--- src/rtl/pcm_pkg.sv ---
// Shared types and defaults for the PCM frame path.
// The frame size default must match the upstream frame sync.
package pcm_pkg;
  localparam int         PCM_FRAME_SIZE = 128;
  localparam logic [7:0] PCM_HDR0       = 8'hA5;
  localparam logic [7:0] PCM_HDR1       = 8'h5A;

  typedef enum logic [1:0] {W_IDLE, W_FILL, W_DROP} w_state_e;
  typedef enum logic [2:0] {R_IDLE, R_HDR0, R_HDR1, R_SEQ, R_DATA} r_state_e;
endpackage

--- src/rtl/pcm_frame_ram.sv ---
// Two-bank frame store: synchronous write port, synchronous read port.
// The read register holds its value while re is low, which the reader uses as a prefetch slot.
module pcm_frame_ram
  import pcm_pkg::*;
#(
  parameter int AW = 8
) (
  input  logic          clk,
  input  logic          we,
  input  logic [AW-1:0] waddr,
  input  logic [7:0]    wdata,
  input  logic          re,
  input  logic [AW-1:0] raddr,
  output logic [7:0]    rdata
);
  logic [7:0] mem_q [2**AW];
  logic [7:0] rdata_q;

  always_ff @(posedge clk) begin
    if (we) mem_q[waddr] <= wdata;
    if (re) rdata_q <= mem_q[raddr];
  end

  assign rdata = rdata_q;
endmodule

--- src/rtl/pcm_frame_buffer.sv ---
// Captures locked frames into two RAM banks and emits them as
// HDR0/HDR1/seq/data packets over a valid/ready byte stream.
module pcm_frame_buffer
  import pcm_pkg::*;
#(
  parameter int         FRAME_SIZE = PCM_FRAME_SIZE,
  parameter logic [7:0] HDR0       = PCM_HDR0,
  parameter logic [7:0] HDR1       = PCM_HDR1
) (
  input  logic       clk,
  input  logic       reset_n,
  input  logic [7:0] in_data,
  input  logic       in_en,
  input  logic       in_lock,
  output logic [7:0] out_data,
  output logic       out_valid,
  input  logic       out_ready,
  output logic [7:0] drop_count,
  output logic [7:0] ovf_count,
  output logic       busy
);
  localparam int            IW   = $clog2(FRAME_SIZE);
  localparam int            AW   = IW + 1;
  localparam logic [IW-1:0] LAST = IW'(FRAME_SIZE - 1);

  function automatic logic [7:0] sat_inc8(input logic [7:0] v);
    return (v == 8'hFF) ? v : v + 8'd1;
  endfunction

  w_state_e        w_state_q, w_state_d;
  r_state_e        r_state_q, r_state_d;
  logic            lock_q;
  logic            w_bank_q, w_bank_d, r_bank_q, r_bank_d, older_q, older_d;
  logic [IW-1:0]   w_idx_q, w_idx_d, r_cnt_q, r_cnt_d;
  logic [1:0]      full_q, full_d;
  logic [1:0][7:0] tag_q, tag_d;
  logic [7:0]      seq_q, seq_d, drop_q, drop_d, ovf_q, ovf_d;
  logic [7:0]      out_data_q, out_data_d;
  logic            out_valid_q, out_valid_d;

  logic            w_commit, r_release, r_sel, hs;
  logic            ram_we, ram_re;
  logic [AW-1:0]   ram_waddr, ram_raddr;
  logic [7:0]      ram_rdata;

  pcm_frame_ram #(.AW(AW)) u_ram (
    .clk   (clk),
    .we    (ram_we),
    .waddr (ram_waddr),
    .wdata (in_data),
    .re    (ram_re),
    .raddr (ram_raddr),
    .rdata (ram_rdata)
  );

  always_comb begin
    w_state_d = w_state_q;
    w_bank_d  = w_bank_q;
    w_idx_d   = w_idx_q;
    drop_d    = drop_q;
    ovf_d     = ovf_q;
    w_commit  = 1'b0;
    ram_we    = 1'b0;
    ram_waddr = {w_bank_q, w_idx_q};
    case (w_state_q)
      W_IDLE: begin
        if (in_lock && !lock_q) begin
          if (full_q != 2'b11) begin
            w_bank_d  = full_q[0];
            w_idx_d   = '0;
            w_state_d = W_FILL;
          end else begin
            ovf_d     = sat_inc8(ovf_q);
            w_state_d = W_DROP;
          end
        end
      end
      W_FILL: begin
        // The final byte commits even if lock drops on that same cycle.
        if (in_en && w_idx_q == LAST) begin
          ram_we    = 1'b1;
          w_commit  = 1'b1;
          w_state_d = W_IDLE;
        end else if (!in_lock) begin
          drop_d    = sat_inc8(drop_q);
          w_state_d = W_IDLE;
        end else if (in_en) begin
          ram_we  = 1'b1;
          w_idx_d = w_idx_q + IW'(1);
        end
      end
      W_DROP: if (!in_lock) w_state_d = W_IDLE;
      default: w_state_d = W_IDLE;
    endcase
  end

  assign hs = out_valid_q && out_ready;

  always_comb begin
    r_state_d   = r_state_q;
    r_bank_d    = r_bank_q;
    r_cnt_d     = r_cnt_q;
    out_data_d  = out_data_q;
    out_valid_d = out_valid_q;
    r_release   = 1'b0;
    r_sel       = 1'b0;
    ram_re      = 1'b0;
    ram_raddr   = {r_bank_q, r_cnt_q + IW'(2)};
    case (r_state_q)
      R_IDLE: begin
        if (|full_q) begin
          r_sel       = (&full_q) ? older_q : full_q[1];
          r_bank_d    = r_sel;
          ram_re      = 1'b1;
          ram_raddr   = {r_sel, {IW{1'b0}}};
          out_data_d  = HDR0;
          out_valid_d = 1'b1;
          r_state_d   = R_HDR0;
        end
      end
      R_HDR0: if (hs) begin
        out_data_d = HDR1;
        r_state_d  = R_HDR1;
      end
      R_HDR1: if (hs) begin
        out_data_d = tag_q[r_bank_q];
        r_state_d  = R_SEQ;
      end
      R_SEQ: if (hs) begin
        // Byte 0 was prefetched on entry; fetch byte 1 while byte 0 is presented.
        out_data_d = ram_rdata;
        r_cnt_d    = '0;
        ram_re     = 1'b1;
        ram_raddr  = {r_bank_q, IW'(1)};
        r_state_d  = R_DATA;
      end
      R_DATA: if (hs) begin
        if (r_cnt_q == LAST) begin
          r_release   = 1'b1;
          out_valid_d = 1'b0;
          r_state_d   = R_IDLE;
        end else begin
          out_data_d = ram_rdata;
          r_cnt_d    = r_cnt_q + IW'(1);
          ram_re     = 1'b1;
        end
      end
      default: r_state_d = R_IDLE;
    endcase
  end

  // The older flag names the bank committed first whenever both are full.
  always_comb begin
    full_d  = full_q;
    tag_d   = tag_q;
    seq_d   = seq_q;
    older_d = older_q;
    if (w_commit) begin
      full_d[w_bank_q] = 1'b1;
      tag_d[w_bank_q]  = seq_q;
      seq_d            = seq_q + 8'd1;
      older_d          = full_q[~w_bank_q] ? ~w_bank_q : w_bank_q;
    end
    if (r_release) full_d[r_bank_q] = 1'b0;
  end

  always_ff @(posedge clk or negedge reset_n) begin
    if (!reset_n) begin
      w_state_q   <= W_IDLE;
      r_state_q   <= R_IDLE;
      lock_q      <= 1'b0;
      w_bank_q    <= 1'b0;
      r_bank_q    <= 1'b0;
      older_q     <= 1'b0;
      w_idx_q     <= '0;
      r_cnt_q     <= '0;
      full_q      <= '0;
      tag_q       <= '0;
      seq_q       <= '0;
      drop_q      <= '0;
      ovf_q       <= '0;
      out_data_q  <= '0;
      out_valid_q <= 1'b0;
    end else begin
      w_state_q   <= w_state_d;
      r_state_q   <= r_state_d;
      lock_q      <= in_lock;
      w_bank_q    <= w_bank_d;
      r_bank_q    <= r_bank_d;
      older_q     <= older_d;
      w_idx_q     <= w_idx_d;
      r_cnt_q     <= r_cnt_d;
      full_q      <= full_d;
      tag_q       <= tag_d;
      seq_q       <= seq_d;
      drop_q      <= drop_d;
      ovf_q       <= ovf_d;
      out_data_q  <= out_data_d;
      out_valid_q <= out_valid_d;
    end
  end

  assign out_data   = out_data_q;
  assign out_valid  = out_valid_q;
  assign drop_count = drop_q;
  assign ovf_count  = ovf_q;
  assign busy       = (|full_q) || (r_state_q != R_IDLE) || (w_state_q == W_FILL);
endmodule

--- config.mk ---
export PLATFORM = sky130hd
export DESIGN_NAME = pcm_frame_buffer
export DESIGN_NICKNAME = d
export VERILOG_FILES = /design/src/rtl/pcm_pkg.sv /design/src/rtl/pcm_frame_ram.sv /design/src/rtl/pcm_frame_buffer.sv
export SDC_FILE = /design/constraint.sdc
export NUM_CORES = 2
export LEC_CHECK = 0
export BUFFER_PORTS_ARGS = -buffer_cell sky130_fd_sc_hd__buf_4
export CELL_PAD_IN_SITES_DETAIL_PLACEMENT = 1
export CELL_PAD_IN_SITES_GLOBAL_PLACEMENT = 2
export CORE_MARGIN = 8
export CORE_UTILIZATION = 47
export DETAILED_ROUTE_END_ITERATION = 8
export GPL_TIMING_DRIVEN = 0
export HOLD_SLACK_MARGIN = 0.1
export PLACE_DENSITY = 0.77
export SLEW_MARGIN = 25
export SYNTH_ARGS = -nofsm -noshare
export SYNTH_HDL_FRONTEND = slang
export SYNTH_SLANG_ARGS = --single-unit
--- constraint.sdc ---
create_clock -name clk -period 4.21 [get_ports clk]
set_clock_uncertainty 0.05 [all_clocks]
set_input_delay 0.2105 -clock clk [delete_from_list [all_inputs] [get_ports clk]]
set_output_delay 0.2105 -clock clk [all_outputs]
set_load 0.1 [all_outputs]
==> reports/results.tsv <==
stage	metric	value	unit
run_status	outcome	finished with violations	
run_status	failing checks	negative setup slack	
logic_synthesis	post-synthesis cell type count	55	
logic_synthesis	asr flop ratio synth	3.47	%
layout	flip-flop and latch area	63600	um2
worst_setup_path	reg-to-reg startpoint	r_state_q[0]$_DFFE_PN0P_	
clocking	clk slew on worst S/H paths	60	ps
worst_setup_path	Critical Path RT	4760	ps
global_routing	GRT Overall Usage	36.3	%
die	die area	198000	um2
global_routing	grt peak-use layer	met2	
logic_synthesis	sequential area share after synthesis	73.7	%
die	I/O pin total	39	
min_path	worst min path class	in2reg	
die	count of standard-cell rows	157	
worst_setup_path	Worst Setup Start Kind	flop	
global_routing	number of global-route vias before repair	58900	
logic_synthesis	number of synthesized flops with an enable pin	2056	
layout	commonest cells after routing, fill and taps aside	edfxtp_1, a211oi_1, o21ai_0	
route	Initial DRC Count	9252	
min_path	Min-Delay Endpoint	w_state_q[1]$_DFFE_PN0N_	
place	Final HPWL DP	263000	um
clocking	H-Tree Depth	4	
flow_run	maxcap violations	0	
sta	Final setup viols	8	
worst_setup_path	Worst setup EP type	flop	
worst_setup_path	crit-path cells	buf_2 > nor3_4 > nand2_4 > buf_2 > clkbuf_1 > a31oi_1 > a211oi_2 > nor4_1 > o22a_1 > nand4_1 > and4_1	
sta	setup ws final	-198	ps
logic_synthesis	cell type with the highest aggregate area in the netlist	edfxtp_1	
layout	fillers	17300	
logic_synthesis	Mapped Nets	5921	
logic_synthesis	Synth Instances	5899	
pwr	Tot Pwr	43.2	mW
sta	Rel. slew slack	17.7	%
pwr	P_leak	31.2	nW
global_routing	first-pass GRT wire length	493000	um
sta	fin. max-slew vios	0	
global_routing	met3 GRT Util	10.4	%
global_routing	pin count of the biggest net entering global routing	102	
logic_synthesis	Yosys reg bits	2130	
die	Initial Util	47.2	%
sta	measured slew at the worst slew-check pin	1230	ps
clocking	CTS max path bufs	3	
min_path	hold path depth	3	
worst_setup_path	reg2reg setup slack	-200	ps
global_routing	global route total overflow	0	
sta	final hold violations	0	
route	DRC	0	
worst_setup_path	CP max FO	11	
worst_setup_path	Worst R2R End	u_ram.rdata[6]$_DFFE_PP_	
route	post-route ant nets	0	
global_routing	initial antenna violation count	27	
clocking	Worst-Skew Late Latency	900	ps
route	vias per cell	6.83	
place	Post-Place Cells	8366	
worst_setup_path	slowest CP cell	nor4_1	
route	final WL	370000	um
worst_setup_path	WS Path Type	reg2reg	
worst_setup_path	R2R cell count	11	
die	Die W	444	um
layout	most common cell after layout, fill and taps aside	edfxtp_1	
sta	fmax	227	MHz
place	Port Buffer Count	38	
logic_synthesis	Synth Cell Area	86300	um2
logic_synthesis	Synth warnings	0	
die	die height	444	um
route	DR WL/cell	41.9	um
pwr	PD cells	430	nW/um2
route	via count	60300	
place	pre-CTS setup slack	-1680	ps
route	DR pass1 iterations	7	
logic_synthesis	Synth area leaders	edfxtp_1, a211oi_1, a31oi_1	
clocking	clk sink count	2130	
min_path	start point of the worst hold path	in_lock	
layout	final layout net count	6268	
clocking	root buf cell	clkbuf_16	
sta	min cycle time layout	4410	ps
worst_setup_path	Worst Path Arrival	4960	ps
place	RePlAce Congestion	1.01	
layout	footprint of the multi-input gates	22600	um2
layout	area grow syn2layout	16.5	%
pwr	IR Drop Worst-Case VDD	0.391	mV
logic_synthesis	mean area per synthesized cell	14.6	um2
logic_synthesis	Yosys top cell area share	71.6	%
worst_setup_path	critical path's largest stage delay	480	ps
global_routing	met1 usage	46.1	%
clocking	CTS tree	done	
layout	layout cells sized above 1	20.5	%
logic_synthesis	ys flop type	edfxtp_1	
sta	unrepaired setup endpoints after global routing	yes	
sta	post-route clock period utilization	105	%
clocking	total CTS buffers	219	
worst_setup_path	most frequent CP cell	buf_2	
global_routing	GRT met2 Usage	54.4	%
layout	final std cells w/o fill	8826	
die	area of the core	183000	um2
[cells by family after synthesis]
| kind of cell | Yosys count | synth area share [%] |
|---|---|---|
| AOI/OAI and AO/OA | 1794 | 13.5 |
| muxes | 261 | 3.34 |
| DFF | 2130 | 73.7 |
| adders and majority gates | 9 | 0.131 |
| and+or+nand+nor | 1175 | 6.47 |
| buffers and inverters | 496 | 2.54 |
| xor gates and xnor gates | 34 | 0.345 |
[cells in the mapped netlist (2+ instances only)]
master	count
nor2_1	305
a211o_1	4
o21ai_0	456
a31oi_1	398
buf_1	36
nor4_1	65
nand2_1	404
a21boi_1	9
a311oi_1	33
o221ai_1	2
nand4_1	40
or3_1	3
ha_1	9
nand2b_1	3
and4_1	9
o22ai_1	25
mux2i_1	44
and3_1	10
o41ai_1	40
a21boi_0	32
clkbuf_1	306
xor2_1	19
edfxtp_1	2056
a21oi_1	156
o31ai_1	24
nor3b_1	3
nor2b_1	289
a221oi_1	40
mux2_2	217
and2_1	2
or2_2	3
dfrtp_1	74
o22a_1	32
nor3_1	10
buf_4	21
a211oi_1	537
nand3_1	21
buf_2	109
inv_1	9
xnor2_1	15
buf_6	15
[registers in the layout, indices dropped and copies added, names as in the netlist, 2 cells and up]
name / cells
w_state_q: 2
u_ram.rdata: 8
r_cnt_q: 7
r_state_q: 3
ovf_count: 8
out_data: 8
seq_q: 8
u_ram.mem_q: 2048
tag_q: 16
full_q: 2
w_idx_q: 7
drop_count: 8
[report_power, final]
| group | switching, mW | internal [mW] |
|---|---|---|
| clock network | 8.52 | 10.4 |
| logic | 0.869 | 0.146 |
| registers | 0.0339 | 23.3 |
| total | 9.43 | 33.8 |
[how the worst max path moves through the flow]
| stage | from | end |
|---|---|---|
| after floorplan | out_valid$_DFFE_PN0P_ | u_ram.rdata[2]$_DFFE_PP_ |
| after global placement | w_idx_q[0]$_DFFE_PN0P_ | u_ram.mem_q[138][7]$_DFFE_PP_ |
| after detailed placement | w_idx_q[0]$_DFFE_PN0P_ | u_ram.mem_q[245][7]$_DFFE_PP_ |
| after CTS | r_state_q[2]$_DFFE_PN0P_ | u_ram.rdata[6]$_DFFE_PP_ |
| after global routing | r_state_q[2]$_DFFE_PN0P_ | u_ram.rdata[3]$_DFFE_PP_ |
| final | r_state_q[0]$_DFFE_PN0P_ | u_ram.rdata[6]$_DFFE_PP_ |
[per-layer routing]
metal,wire [um],vias up
met5,116,-
met4,30100,18
met3,41600,1011
met2,162000,4040
met1,136000,31200
li1,-,24000
[repair_timing]
| item | CTS | global route |
|---|---|---|
| hold buffers | 15 | 0 |
| setup buffers | 27 | 2 |
| resized for setup | 523 | 105 |
| setup endpoints to repair | 1979 | 8 |
| gates cloned | 0 | 0 |
| pin swaps | 36 | 16 |
| hold endpoints to repair | 1115 | 0 |
[final cells by class]
type	instances	share of cell area, %
Clock buffer	278	5.72
Tap cell	2385	2.97
Inverter	9	0.0336
Antenna cell	15	0.0374
Sequential cell	2130	63.3
Clock inverter	123	1.02
Buffer	487	2.67
Multi-Input combinational cell	3273	22.5
Timing Repair Buffer	126	1.75
[per-stage QoR]
| step | setup TNS [ps] | util [%] | hold WS (ps) | cell area, um2 |
|---|---|---|---|---|
| 3_5_place_dp | -1110650 | 49.8 | 320 | 91100 |
| 2_1_floorplan | 0 | - | -135 | 86300 |
| 4_1_cts | -94.8 | 54.9 | 126 | 100000 |
| 3_3_place_gp | -3914550 | 49.0 | 319 | 89500 |
| 6_report | -711 | 55.0 | 175 | 100000 |
| 5_1_grt | -77.4 | 55.0 | 182 | 100000 |
[critical path: cells and delay by family (launching register included)]
kind | cells | cell delay, ps
AOI/OAI and AO/OA | 3 | 910
buffers and inverters | 3 | 880
DFF | 1 | 400
and+or+nand+nor | 5 | 1820
Power figures use the tool's default switching activity.
